**src/rtl/serial_uart_pkg.sv**
```systemverilog
// Shared constants for serial_uart: register offsets, STATUS bit positions, FSM encodings.
// The RX storage depth is selected by SERIAL_UART_RX_FIFO_EN in serial_uart.
package serial_uart_pkg;

   localparam logic [3:0] AddrData   = 4'd0;
   localparam logic [3:0] AddrStatus = 4'd1;

   localparam int unsigned StatRxValid    = 0;
   localparam int unsigned StatTxBusy     = 1;
   localparam int unsigned StatOverrun    = 2;
   localparam int unsigned StatFramingErr = 3;

   typedef enum logic [1:0] {TxIdle, TxStart, TxData, TxStop} tx_state_e;
   typedef enum logic [1:0] {RxIdle, RxStart, RxData, RxStop} rx_state_e;

endpackage

```
**src/rtl/serial_uart_rx.sv**
```systemverilog
// Receiver: 2-flop synchronizer, start-bit glitch rejection, mid-bit sampling, stop check.
// Emits a one-cycle push with the byte, or a one-cycle framing-error pulse.
module serial_uart_rx
   import serial_uart_pkg::*;
#(
   parameter int unsigned clocksPerBit = 104
) (
   input  logic       clk,
   input  logic       reset,
   input  logic       serialIn,
   output logic       push,
   output logic [7:0] rx_byte,
   output logic       framing_err
);

   localparam logic [7:0] BitLast  = 8'(clocksPerBit - 1);
   localparam logic [7:0] HalfLast = 8'(clocksPerBit / 2 - 1);

   logic       meta_q, sync_q;
   rx_state_e  state_q, state_d;
   logic [7:0] cnt_q, cnt_d;
   logic [2:0] bit_q, bit_d;
   logic [7:0] shift_q, shift_d;
   logic       wait_high_q, wait_high_d;

   always_ff @(posedge clk or negedge reset) begin
      if (!reset) begin
         meta_q      <= 1'b1;
         sync_q      <= 1'b1;
         state_q     <= RxIdle;
         cnt_q       <= '0;
         bit_q       <= '0;
         shift_q     <= '0;
         wait_high_q <= 1'b0;
      end else begin
         meta_q      <= serialIn;
         sync_q      <= meta_q;
         state_q     <= state_d;
         cnt_q       <= cnt_d;
         bit_q       <= bit_d;
         shift_q     <= shift_d;
         wait_high_q <= wait_high_d;
      end
   end

   always_comb begin
      state_d     = state_q;
      cnt_d       = cnt_q + 8'd1;
      bit_d       = bit_q;
      shift_d     = shift_q;
      wait_high_d = wait_high_q;
      push        = 1'b0;
      framing_err = 1'b0;
      case (state_q)
         RxIdle: begin
            cnt_d = '0;
            bit_d = '0;
            // IDLE is only reached with the line high, so a low level here is the falling edge.
            if (!sync_q) state_d = RxStart;
         end
         RxStart: begin
            if (cnt_q == HalfLast) begin
               cnt_d   = '0;
               state_d = sync_q ? RxIdle : RxData;
            end
         end
         RxData: begin
            if (cnt_q == BitLast) begin
               cnt_d   = '0;
               shift_d = {sync_q, shift_q[7:1]};
               bit_d   = bit_q + 3'd1;
               if (bit_q == 3'd7) state_d = RxStop;
            end
         end
         RxStop: begin
            if (wait_high_q) begin
               cnt_d = '0;
               if (sync_q) begin
                  wait_high_d = 1'b0;
                  state_d     = RxIdle;
               end
            end else if (cnt_q == BitLast) begin
               cnt_d = '0;
               if (sync_q) begin
                  push    = 1'b1;
                  state_d = RxIdle;
               end else begin
                  framing_err = 1'b1;
                  wait_high_d = 1'b1;
               end
            end
         end
         default: state_d = RxIdle;
      endcase
   end

   assign rx_byte = shift_q;

endmodule

```
**src/rtl/serial_uart.sv**
```systemverilog
// Memory-mapped UART: DATA/STATUS registers, TX serializer and RX storage.
// SERIAL_UART_RX_FIFO_EN selects a 4-entry RX FIFO; otherwise a single holding register.
module serial_uart
   import serial_uart_pkg::*;
#(
   parameter int unsigned clocksPerBit = 104
) (
   input  logic       clk,
   input  logic       reset,
   input  logic [3:0] addr,
   input  logic [7:0] dataIn,
   output logic [7:0] dataOut,
   input  logic       strobe,
   input  logic       write,
   input  logic       serialIn,
   output logic       serialOut,
   output logic       rxReady
);

   localparam logic [7:0] BitLast = 8'(clocksPerBit - 1);

   logic wr_data, wr_status, rd_data;
   assign wr_data   = strobe & write & (addr == AddrData);
   assign wr_status = strobe & write & (addr == AddrStatus);
   assign rd_data   = strobe & ~write & (addr == AddrData);

   // ---------------- TX ----------------
   tx_state_e  tx_state_q, tx_state_d;
   logic [7:0] tx_cnt_q, tx_cnt_d;
   logic [2:0] tx_bit_q, tx_bit_d;
   logic [7:0] tx_shift_q, tx_shift_d;
   logic       tx_busy;

   always_ff @(posedge clk or negedge reset) begin
      if (!reset) begin
         tx_state_q <= TxIdle;
         tx_cnt_q   <= '0;
         tx_bit_q   <= '0;
         tx_shift_q <= '0;
      end else begin
         tx_state_q <= tx_state_d;
         tx_cnt_q   <= tx_cnt_d;
         tx_bit_q   <= tx_bit_d;
         tx_shift_q <= tx_shift_d;
      end
   end

   always_comb begin
      tx_state_d = tx_state_q;
      tx_cnt_d   = tx_cnt_q + 8'd1;
      tx_bit_d   = tx_bit_q;
      tx_shift_d = tx_shift_q;
      case (tx_state_q)
         TxIdle: begin
            tx_cnt_d = '0;
            tx_bit_d = '0;
            if (wr_data) begin
               tx_shift_d = dataIn;
               tx_state_d = TxStart;
            end
         end
         TxStart: begin
            if (tx_cnt_q == BitLast) begin
               tx_cnt_d   = '0;
               tx_state_d = TxData;
            end
         end
         TxData: begin
            if (tx_cnt_q == BitLast) begin
               tx_cnt_d   = '0;
               tx_shift_d = {1'b0, tx_shift_q[7:1]};
               tx_bit_d   = tx_bit_q + 3'd1;
               if (tx_bit_q == 3'd7) tx_state_d = TxStop;
            end
         end
         TxStop: begin
            if (tx_cnt_q == BitLast) begin
               tx_cnt_d   = '0;
               tx_state_d = TxIdle;
            end
         end
         default: tx_state_d = TxIdle;
      endcase
   end

   always_comb begin
      serialOut = 1'b1;
      case (tx_state_q)
         TxStart: serialOut = 1'b0;
         TxData:  serialOut = tx_shift_q[0];
         default: serialOut = 1'b1;
      endcase
   end

   assign tx_busy = (tx_state_q != TxIdle);

   // ---------------- RX ----------------
   logic       rx_push, rx_ferr;
   logic [7:0] rx_byte;

   serial_uart_rx #(
      .clocksPerBit(clocksPerBit)
   ) u_rx (
      .clk        (clk),
      .reset      (reset),
      .serialIn   (serialIn),
      .push       (rx_push),
      .rx_byte    (rx_byte),
      .framing_err(rx_ferr)
   );

   logic       rx_valid, rx_full, rx_pop, rx_accept;
   logic [7:0] rx_head;

`ifdef SERIAL_UART_RX_FIFO_EN
   logic [7:0] fifo_q [4];
   logic [1:0] wr_ptr_q, rd_ptr_q;
   logic [2:0] count_q;

   assign rx_valid  = (count_q != 3'd0);
   assign rx_full   = (count_q == 3'd4);
   assign rx_pop    = rd_data & rx_valid;
   // A pop in the same cycle frees the slot the new byte needs.
   assign rx_accept = rx_push & (~rx_full | rx_pop);
   assign rx_head   = fifo_q[rd_ptr_q];

   always_ff @(posedge clk or negedge reset) begin
      if (!reset) begin
         wr_ptr_q <= '0;
         rd_ptr_q <= '0;
         count_q  <= '0;
      end else begin
         if (rx_accept) wr_ptr_q <= wr_ptr_q + 2'd1;
         if (rx_pop)    rd_ptr_q <= rd_ptr_q + 2'd1;
         case ({rx_accept, rx_pop})
            2'b10:   count_q <= count_q + 3'd1;
            2'b01:   count_q <= count_q - 3'd1;
            default: count_q <= count_q;
         endcase
      end
   end

   always_ff @(posedge clk) begin
      if (rx_accept) fifo_q[wr_ptr_q] <= rx_byte;
   end
`else
   logic [7:0] hold_q;
   logic       hold_valid_q;

   assign rx_valid  = hold_valid_q;
   assign rx_full   = hold_valid_q;
   assign rx_pop    = rd_data & rx_valid;
   assign rx_accept = rx_push & (~rx_full | rx_pop);
   assign rx_head   = hold_q;

   always_ff @(posedge clk or negedge reset) begin
      if (!reset) begin
         hold_q       <= '0;
         hold_valid_q <= 1'b0;
      end else begin
         if (rx_accept) begin
            hold_q       <= rx_byte;
            hold_valid_q <= 1'b1;
         end else if (rx_pop) begin
            hold_valid_q <= 1'b0;
         end
      end
   end
`endif

   // ---------------- status flags ----------------
   logic framing_err_q, overrun_q;

   always_ff @(posedge clk or negedge reset) begin
      if (!reset) begin
         framing_err_q <= 1'b0;
         overrun_q     <= 1'b0;
      end else begin
         // A new error event in the clearing cycle wins over the clear.
         framing_err_q <= rx_ferr |
                          (framing_err_q & ~(wr_status & dataIn[StatFramingErr]));
         overrun_q     <= (rx_push & rx_full & ~rx_pop) |
                          (overrun_q & ~(wr_status & dataIn[StatOverrun]));
      end
   end

   assign rxReady = rx_valid;

   always_comb begin
      dataOut = '0;
      case (addr)
         AddrData: begin
            if (rx_valid) dataOut = rx_head;
         end
         AddrStatus: begin
            dataOut[StatRxValid]    = rx_valid;
            dataOut[StatTxBusy]     = tx_busy;
            dataOut[StatOverrun]    = overrun_q;
            dataOut[StatFramingErr] = framing_err_q;
         end
         default: dataOut = '0;
      endcase
   end

endmodule

```
**config.mk**
```make
export PLATFORM = sky130hd
export DESIGN_NAME = serial_uart
export DESIGN_NICKNAME = d
export VERILOG_FILES = /design/src/rtl/serial_uart_pkg.sv /design/src/rtl/serial_uart_rx.sv /design/src/rtl/serial_uart.sv
export SDC_FILE = /design/constraint.sdc
export NUM_CORES = 1
export LEC_CHECK = 0
export ABC_AREA = 1
export CAP_MARGIN = 20
export CORE_ASPECT_RATIO = 1.1
export CORE_MARGIN = 2
export CORE_UTILIZATION = 50
export DETAILED_ROUTE_END_ITERATION = 10
export GPL_TIMING_DRIVEN = 0
export PLACE_DENSITY = 0.7
export SETUP_SLACK_MARGIN = 0.5
export SYNTH_ARGS = -nofsm -noshare
export SYNTH_HDL_FRONTEND = slang
export SYNTH_HIERARCHICAL = 1
export SYNTH_SLANG_ARGS = --single-unit
```
**constraint.sdc**
```tcl
create_clock -name clk -period 2.2 [get_ports clk]
set_input_delay 0.44 -clock clk [delete_from_list [all_inputs] [get_ports clk]]
set_output_delay 0.44 -clock clk [all_outputs]
set_load 0.1 [all_outputs]
```
==> results.sh <==
export IMPL_r2r_start="u_rx/cnt_q[0]"
export IMPL_syn2layout_area_growth_pct=32.01
export IMPL_clock_skew_ns=0.008060
export IMPL_route_detailed_drc=0
export IMPL_rsz0062_at_grt="true"
export IMPL_vias=2397
export IMPL_max_cap_violations=0
export IMPL_die_w_um=75.93
export IMPL_preCtsSetupSlack_ns=-1.030
export IMPL_multi_input_comb_area_um2=1448
export IMPL_grt_max_degree=42
export IMPL_synthAdderAreaFrac_pct=4.398
export IMPL_post_route_period_util_pct=83.66
export IMPL_power_total_mw=2.947
export IMPL_worstSetupStartpoint="tx_state_q[1]"
export IMPL_synth_edf_count=0
export IMPL_core_area_um2=5430
export IMPL_irDropWorstVdd_mv=0.8509
export IMPL_worstSetupPathType="register to output port"
export IMPL_n_fill_cell=450
export IMPL_synth_xor_xnor_area_share_pct=0.9235
export IMPL_wire_per_inst_um=12.39
export IMPL_tritoncts="done"
export IMPL_fmax_ghz=0.5433
export IMPL_post_drt_via_cell_ratio=4.983
export IMPL_dp_hpwl_mm=3.944
export IMPL_leakagePower_nw=1.893
export IMPL_ys_types=32
export IMPL_fp_dieH_um=83.12
export IMPL_antenna_found_initial=0
export IMPL_endpoint_kind="output port"
export IMPL_synth_area_mux_share_pct=0
export IMPL_startpoint_type="register"
export IMPL_syn_area_um2=2845
export IMPL_hold_buffers=0
export IMPL_drive_above_1_share_pct=23.89
export IMPL_firstDrtPassIters=4
export IMPL_ys_warnings_count=6
export IMPL_synthSimpleGateAreaFrac_pct=33.42
export IMPL_async_reset_ff_share_pct=100.0
export IMPL_numCtsBuffers=5
export IMPL_final_setup_viol_count=0
export IMPL_cts_sinks=56
export IMPL_insertion_delay_ns=0.31
export IMPL_first_global_vias=2387
export IMPL_synth_main_ff_cell="dfrtp_1"
export IMPL_die_area_um2=6311
export IMPL_grt_pass1_wl_mm=10.40
export IMPL_drt_initial_drc_count=88
export IMPL_final_core_util_pct=69.17
export IMPL_slew_viol_final=0
export IMPL_start_util_pct=52.40
export IMPL_relSlewSlack_pct=73.76
export IMPL_worst_ep_required_time_ns=1.76
export IMPL_wirelength_mm=5.961
export IMPL_io_pins=27
export IMPL_hold_viol=0
export IMPL_clk_pin_slew_ns=0.10
export IMPL_cts_path_max_buffers=2
export IMPL_post_route_min_period_ns=1.840
export IMPL_ys_seq_elements=56
export IMPL_syn_nets=382
export IMPL_regArea_um2=1409
export IMPL_gp_congestion=0.8338
export IMPL_antenna_cells=0
export IMPL_worst_slew_pin_slew_ns=0.3937
export IMPL_hold_path_class="primary input to asynchronous set/reset pin"
export IMPL_syn_area_per_cell_um2=8.015
export IMPL_grt_overflow=0
export IMPL_nets=432
export IMPL_track_usage_pct=20.02
export IMPL_ant_nets=0
export IMPL_core_rowCount=28
export IMPL_cts_root_buf="clkbuf_8"
export IMPL_ys_seq_area_share_pct=49.34
export IMPL_synth_compound_area_share_pct=5.233
export IMPL_port_buffers=26
export IMPL_crit_arrival_ns=1.40
export IMPL_cp_max_fo=4
export IMPL_synth_cells=355
export IMPL_outcome="finished, final reports clean"
export IMPL_fin_ws_ns=0.3595
export IMPL_powerDensity_nw_per_um2=784.7
export IMPL_synth_top_family_by_area="simple AND/OR/NAND/NOR gates"
export IMPL_cts_max_level=2
layer usage:
| metal | GRT usage [%] | vias up | share of wire [%] |
|---|---|---|---|
| li1 | - | 1225 | - |
| met1 | 24.62 | 1136 | 44 |
| met2 | 35.96 | 30 | 53 |
| met3 | 4.130 | 6 | 2.9 |
| met4 | 5.124 | 0 | 0.97 |
| met5 | 0 | - | 0 |
sequential cells by signal, summed over array words and instances (netlist names), named ones only:
| signal | flops |
|---|---|
| rxReady | 1 |
| tx_shift_q | 8 |
| u_rx/cnt_q | 8 |
| overrun_q | 1 |
| tx_state_q | 2 |
| tx_cnt_q | 8 |
| u_rx/rx_byte | 8 |
| u_rx/bit_q | 3 |
| hold_q | 8 |
| u_rx/sync_q | 1 |
| u_rx/state_q | 1 |
| u_rx/meta_q | 1 |
| framing_err_q | 1 |
| u_rx/wait_high_q | 1 |
| tx_bit_q | 3 |
critical path, stage by stage (launching register included):
cell and delay, ns:
dfrtp_2 0.46, ha_4 0.18, buf_8 0.12, o21ai_4 0.14, buf_12 0.19
metrics by stage:
step | hold slack (ns) | instances | TNS, ns | cell area [µm²]
final | 0.03611 | 481 | 0 | 3756
after global placement | 0.3468 | 456 | -64.97 | 3312
after CTS | 0.04332 | 475 | 0 | 3641
after floorplan | 0.1444 | 355 | 0 | 2958
after detailed placement | 0.3473 | 457 | -7.749 | 3327
after global routing | 0.04386 | 481 | 0 | 3756
synth_stat cells (2+ instances only):
library cell	n	share of area (%)
nand2_4	3	1.2
a21oi_1	3	0.53
o21ai_1	6	1.1
o21ai_0	13	2.3
nand2_1	117	15
nor3_1	5	0.88
nand3_1	29	5.1
or2_2	2	0.44
dfstp_2	2	1.8
ha_1	10	4.4
inv_1	38	5.0
a31oi_1	2	0.44
inv_2	6	0.79
nand4_1	7	1.5
buf_4	2	0.53
nor2_1	31	4.1
buf_2	2	0.35
dfrtp_1	54	47
nand2_2	5	1.1
xor2_1	3	0.92
nor2_2	4	0.88
path summary, 6_finish.rpt:
| kind | end | slack, ns | cells past startpoint |
|---|---|---|---|
| setup / recovery | serialOut | 0.36 | 4 |
| hold / removal | tx_cnt_q[4] | 0.04 | 1 |
| setup reg to reg | hold_q[6] | 0.62 | 11 |
| hold reg to reg | u_rx/sync_q | 0.36 | 0 |
| max in group asynchronous | u_rx/sync_q | 1.55 | 2 |
| min in group clk | u_rx/sync_q | 0.36 | 0 |
area by class of cell:
| type | instances | share of cell area [%] |
|---|---|---|
| well taps | 75 | 2.498 |
| multi-input cells | 251 | 38.54 |
| clock inverters | 2 | 0.3997 |
| plain buffers | 4 | 0.9993 |
| flip-flops and latches | 56 | 37.51 |
| inverters | 44 | 4.464 |
| repair buffers | 43 | 13.39 |
| clock buffers | 6 | 2.199 |
where the power goes:
| part | leakage, nW | switching, mW | internal [mW] |
|---|---|---|---|
| logic | 1.12 | 0.681 | 0.443 |
| registers | 0.733 | 0.0769 | 1.16 |
| clock network | 0.0434 | 0.334 | 0.256 |
cell families after synthesis:
kind of cell | after synthesis
XOR/XNOR | 3
flip-flops | 56
AND/OR/NAND/NOR | 211
adder cells (fa/ha/maj) | 10
AO/OA/AOI/OAI | 27
buffers and inverters | 48
timing repair:
item                                    4_1_cts  5_1_grt
endpoints found under the setup margin       19       25
buffers inserted                             10        6
gates resized for setup                     122        9
pin swaps                                     9        3
cell usage in the layout (no fill, tap or decap), types with 6 or more instances in the layout:
master,n
buf_12,11
buf_4,15
clkbuf_8,6
clkdlybuf4s50_1,11
dfrtp_1,52
ha_1,6
inv_1,35
inv_2,8
nand2_1,112
nand2_2,7
nand2_4,6
nand3_1,27
nand4_1,7
nor2_1,26
nor2_4,7
o21ai_0,9
o21ai_1,6
Power figures use the tool's default switching activity.
